`src/rtl/tcam_match_sequencer_pkg.sv`:
```
// Shared definitions for the TCAM match sequencer.
//   state_t : sequencer FSM encoding (IDLE / SCAN / DONE)
//   DEPTH   : number of TCAM rows, which is also the match-vector width
//   ADDR_W  : row-address width
//   CNT_W   : match-count width; it holds 0..DEPTH
package tcam_seq_pkg;

  localparam int DEPTH  = 64;
  localparam int ADDR_W = 6;
  localparam int CNT_W  = 7;

  typedef enum logic [1:0] {
    ST_IDLE = 2'd0,
    ST_SCAN = 2'd1,
    ST_DONE = 2'd2
  } state_t;

endpackage

```
`src/rtl/tcam_match_sequencer_pe.sv`:
```
// 64-to-6 priority encoder. The highest set index wins.
//   in_vec   : 64-bit request vector
//   out_addr : index of the highest set bit, or 0 when in_vec is zero
//   out_any  : at least one bit of in_vec is set
module priority_encoder_64x6
  import tcam_seq_pkg::*;
(
  input  logic [DEPTH-1:0]  in_vec,
  output logic [ADDR_W-1:0] out_addr,
  output logic              out_any
);

  // The loop scans upward, so a later (higher) set bit overwrites an earlier one.
  always_comb begin
    out_addr = '0;
    for (int i = 0; i < DEPTH; i++) begin
      if (in_vec[i]) begin
        out_addr = ADDR_W'(i);
      end
    end
  end

  assign out_any = |in_vec;

endmodule

```
`src/rtl/tcam_match_sequencer.sv`:
```
// Accepts one TCAM search result and returns every matching row address,
// one per handshake, highest index first. It supports first-match-only mode
// and mid-search abort, and ends each search with a one-cycle done pulse.
//   in_clk, in_rst_n                  : clock, async active-low reset
//   in_valid/in_ready/in_match_vec    : search-result input handshake
//   in_first_only                     : sampled with the vector; return top match only
//   in_abort                          : drop the remaining matches (SCAN only)
//   out_valid/out_ready/out_addr      : matching-row output handshake
//   out_done                          : end-of-search pulse
//   out_miss/out_aborted/out_count    : search summary, qualified by out_done
//
// state | meaning
// ------+---------------------------------------------------------
// IDLE  | waiting for a search vector; in_ready=1
// SCAN  | presenting PE(pend) on out_addr until pend is empty/first/abort
// DONE  | one-cycle out_done pulse carrying count/miss/aborted
module tcam_match_sequencer
  import tcam_seq_pkg::*;
(
  input  logic              in_clk,
  input  logic              in_rst_n,
  input  logic              in_valid,
  output logic              in_ready,
  input  logic [DEPTH-1:0]  in_match_vec,
  input  logic              in_first_only,
  input  logic              in_abort,
  output logic              out_valid,
  input  logic              out_ready,
  output logic [ADDR_W-1:0] out_addr,
  output logic              out_done,
  output logic              out_miss,
  output logic              out_aborted,
  output logic [CNT_W-1:0]  out_count
);

  state_t             state, state_nxt;
  logic [DEPTH-1:0]   pend;
  logic               first_q;
  logic [CNT_W-1:0]   cnt;
  logic               miss_q;
  logic               abort_q;

  logic [ADDR_W-1:0]  pe_addr;
  logic               pe_any;
  logic [DEPTH-1:0]   clr_mask;
  logic [DEPTH-1:0]   pend_cleared;
  logic               accept;
  logic               hs;

  priority_encoder_64x6 u_pe (
    .in_vec   (pend),
    .out_addr (pe_addr),
    .out_any  (pe_any)
  );

  assign clr_mask     = DEPTH'(1) << pe_addr;
  assign pend_cleared = pend & ~clr_mask;

  assign accept = (state == ST_IDLE) && in_valid;
  // An abort in the same cycle takes priority over the handshake, so that
  // cycle neither counts nor clears a match.
  assign hs     = (state == ST_SCAN) && out_ready && !in_abort;

  always_ff @(posedge in_clk or negedge in_rst_n) begin
    if (!in_rst_n) begin
      state <= ST_IDLE;
    end else begin
      state <= state_nxt;
    end
  end

  always_comb begin
    state_nxt   = state;
    in_ready    = 1'b0;
    out_valid   = 1'b0;
    out_addr    = '0;
    out_done    = 1'b0;
    out_miss    = 1'b0;
    out_aborted = 1'b0;
    out_count   = '0;
    case (state)
      ST_IDLE: begin
        in_ready = 1'b1;
        if (in_valid) begin
          state_nxt = (|in_match_vec) ? ST_SCAN : ST_DONE;
        end
      end
      ST_SCAN: begin
        out_valid = 1'b1;
        out_addr  = pe_addr;
        if (in_abort) begin
          state_nxt = ST_DONE;
        end else if (out_ready && (first_q || !(|pend_cleared))) begin
          state_nxt = ST_DONE;
        end
      end
      ST_DONE: begin
        out_done    = 1'b1;
        out_count   = cnt;
        out_miss    = miss_q;
        out_aborted = abort_q;
        state_nxt   = ST_IDLE;
      end
      default: begin
        state_nxt = ST_IDLE;
      end
    endcase
  end

  always_ff @(posedge in_clk or negedge in_rst_n) begin
    if (!in_rst_n) begin
      pend    <= '0;
      first_q <= 1'b0;
      cnt     <= '0;
      miss_q  <= 1'b0;
      abort_q <= 1'b0;
    end else begin
      if (accept) begin
        pend    <= in_match_vec;
        first_q <= in_first_only;
        cnt     <= '0;
        abort_q <= 1'b0;
        miss_q  <= ~(|in_match_vec);
      end else if ((state == ST_SCAN) && in_abort) begin
        pend    <= '0;
        abort_q <= 1'b1;
      end else if (hs) begin
        pend <= pend_cleared;
        cnt  <= cnt + CNT_W'(1);
      end
    end
  end

  // pe_any is not needed by the control path: SCAN is only entered with a
  // non-empty vector, and it is left as soon as the vector empties.
  logic unused_pe_any;
  assign unused_pe_any = pe_any;

endmodule

```
`config.mk`:
```
export PLATFORM = sky130hd
export DESIGN_NAME = tcam_match_sequencer
export DESIGN_NICKNAME = d
export VERILOG_FILES = /design/src/rtl/tcam_match_sequencer_pkg.sv /design/src/rtl/tcam_match_sequencer_pe.sv /design/src/rtl/tcam_match_sequencer.sv
export SDC_FILE = /design/constraint.sdc
export NUM_CORES = 1
export LEC_CHECK = 0
export CAP_MARGIN = 20
export CORE_MARGIN = 5
export CORE_UTILIZATION = 45
export DETAILED_ROUTE_END_ITERATION = 8
export PLACE_DENSITY_LB_ADDON = 0.15
export SKIP_CTS_REPAIR_TIMING = 1
export SKIP_LAST_GASP = 1
export SLEW_MARGIN = 25
export SYNTH_ARGS = -nofsm -noshare
export SYNTH_HDL_FRONTEND = slang
export SYNTH_SLANG_ARGS = --single-unit
```
`constraint.sdc`:
```
create_clock -name in_clk -period 3.5 [get_ports in_clk]
set_input_delay 1.05 -clock in_clk [delete_from_list [all_inputs] [get_ports in_clk]]
set_output_delay 1.05 -clock in_clk [all_outputs]
set_load 0.005 [all_outputs]
```
==> run metrics <==
initial core utilization=45.7%; Max Cap Viol=0; Syn Inst Count=657; H-tree levels=3; total CTS buffers=9; GRT Resource Usage Total=36.7%; type of origin of the critical path=register; final period utilization=107%; DP Cell Count=1051; worst slack, placed=-0.491 ns; Post-synth EDFFs=0; maximum fanout along the worst path=8; Most used DFF post-synth=dfrtp_1; area delta synth->final=63.8%; initial antenna violation count=0; RSZ-0062 raised after global routing=yes; CP required=3.78 ns; skew final=0.00701 ns; ANT nets after route=0; Setup CP Type=register to register; Slew Limit Fails=0; Post-Synthesis Net Count=728; Hold Crit Class=register to register; first-pass GRT wire length=40800 um; average wire per standard cell=25.6 um; share of Yosys cell area claimed by the top area cell type=34.8%; Num Clock Sinks=76; # IOs=88; drt pass-1 iters=5; Critical Path AT=4.03 ns; Peak Freq=267 MHz; Setup-failing EPs final=5; FP Rows=40; Tmin final=3.75 ns; CTS root buffer=clkbuf_16; gp weighted congestion=1.02; share of cells above drive strength 1=36.3%; clk buf depth=2; vias in the first global route=7088; largest cells by area after synthesis=dfrtp_1 (35%), a32o_1 (11%), nand2_1 (6.0%), nor4_1 (4.6%), nor2_1 (3.9%); final cell count without fillers=1090; placed wire-length estimate=21200 um; Synth warnings=0; Hold Fails Final Rpt=0; post-synthesis cell area=0.00547 mm^2; Worst-Margin Slew=0.909 ns; CTS tree=yes; drt drc=0; die footprint=0.0145 mm^2; hold_ws=0.499 ns; Die Ht=120 um; Leak Pwr=0.00367 uW; failing checks=setup timing; Mean Syn Cell Area=8.32 um^2; Via Count=7399; cell taking the most area after synthesis=dfrtp_1; Post-synth ARST share=100%; most common cell after layout, fill and taps aside=buf_4; VDD IR-drop max=0.000549 V; Final #Nets=1011; IO Port Bufs=87; sequential-to-total area share from yosys stat=34.8%; most used cell, CP=buf_4; Worst Path Buf+Inv=4; worst skew pair latency=0.35 ns; largest net degree at the start of global routing=77; power per cell area=1010 mW/mm^2; Die W=120 um; clock-pin slew on the worst setup and hold paths=0.06 ns; WL final=27900 um; delay-heaviest family, CP=compound AO/OA/AOI/OAI gates; total grt overflow=0; 1st-iter DRT viols=952; CORE AREA=0.0120 mm^2; most frequent cells in the layout=buf_4 (218), nand2_1 (87), clkdlybuf4s50_1 (80); CP max stage cell=dfrtp_2; vias per cell=6.79; status=finished with violations; # diodes=0; crit-path max cell delay=0.46 ns; library cells used by synthesis=74; CP endpoint kind=register; final setup margin=-0.247 ns; relative slew slack=38.7%; FF+latch count, synth=76; crit path cell chain=o311ai_1, buf_4, a311oi_4, o311a_1, or2_4, buf_4, buf_4, a2111oi_1, nor2_1, nor4_2, buf_4, nand4_1, o31ai_2, a21boi_1
==> report_power, final <==
group	switching (uW)	leakage (uW)	total, uW	internal (uW)
combinational	3490	0.00258	6550	3060
sequential	436	0.000961	1670	1240
clock	364	0.000125	854	490
==> final timing paths <==
kind                       startpoint  endpoint  slack (ns)  cells past startpoint
max                           pend[4]  state[1]       -0.25                     14
min                            miss_q    miss_q        0.50                      2
max reg2reg                   pend[4]  state[1]       -0.25                     14
min reg2reg                    miss_q    miss_q        0.50                      2
max in group asynchronous    in_rst_n  pend[21]        2.20                      1
min in group asynchronous    in_rst_n    cnt[5]        0.74                      1
==> flip-flops by register name, summed over array words and instances, names as in the netlist <==
signal	flops
first_q	1
state	2
miss_q	1
cnt	7
abort_q	1
pend	64
==> tightest hold or removal path, stage by stage (launching register included) <==
cell     delay (ns)
dfrtp_1        0.34
nand2_1        0.06
nand2_1        0.06
==> through the flow <==
stage | area [um^2] | util (%) | setup TNS (ns) | total power (uW)
final | 8960 | 74.9 | -0.866 | 9080
after CTS | 8190 | 68.5 | -4.50 | 7800
after global routing | 8960 | 74.9 | -1.13 | 9410
after global placement | 7900 | 66.1 | -2.19 | 6810
after detailed placement | 7930 | 66.3 | -2.31 | 6920
after floorplan | 5470 | - | 0 | 3890
==> cells in the mapped netlist (all sizes together), types with 2 or more instances <==
library cell and n:
nand2 88, dfrtp 76, a32o 59, nor2 57, nor4 43, clkbuf 39, inv 24, a21oi 23
nor3 20, nand3 19, o21ai 19, o41ai 19, and2 14, nand4 11, or4 10, a2111oi 8
a211oi 8, a21boi 8, buf 8, and3 6, nand2b 6, nor2b 6, or3 6, o2111ai 5
o211ai 5, or2 5, o21a 4, o21bai 4, o31ai 4, a22o 3, a22oi 3, nor3b 3
o2111a 3, o31a 3, xor2 3, a211o 2, a311oi 2, a31oi 2, a32oi 2, a41o 2
and4 2, nand3b 2, o311ai 2
==> cell families (layout without fill, tap and decap cells) <==
group	after synthesis	count (layout)	share of synthesized area, %
AO/OA/AOI/OAI	203	203	31.0
XOR/XNOR	4	4	0.641
adder cells (fa/ha/maj)	1	1	0.229
buffers and inverters	71	357	5.17
flip-flops	76	76	34.8
AND/OR/NAND/NOR	302	302	28.2
==> final cells by class <==
type,instances,area [um^2]
sequential,76,1910
clock buffer,12,246
multi-input combinational,510,3830
fill,882,3010
inverter,24,90.1
tap,147,184
clock inverter,2,12.5
timing repair buffer,319,2680
==> routing by layer <==
| metal | vias up | wire [um] | track usage [%] |
|---|---|---|---|
| li1 | 3155 | - | - |
| met1 | 3594 | 11100 | 50.0 |
| met2 | 559 | 12600 | 56.3 |
| met3 | 91 | 3130 | 9.35 |
| met4 | 0 | 1030 | 13.7 |
| met5 | - | 0 | 0 |
No activity file was read; power rests on OpenSTA's default activity.
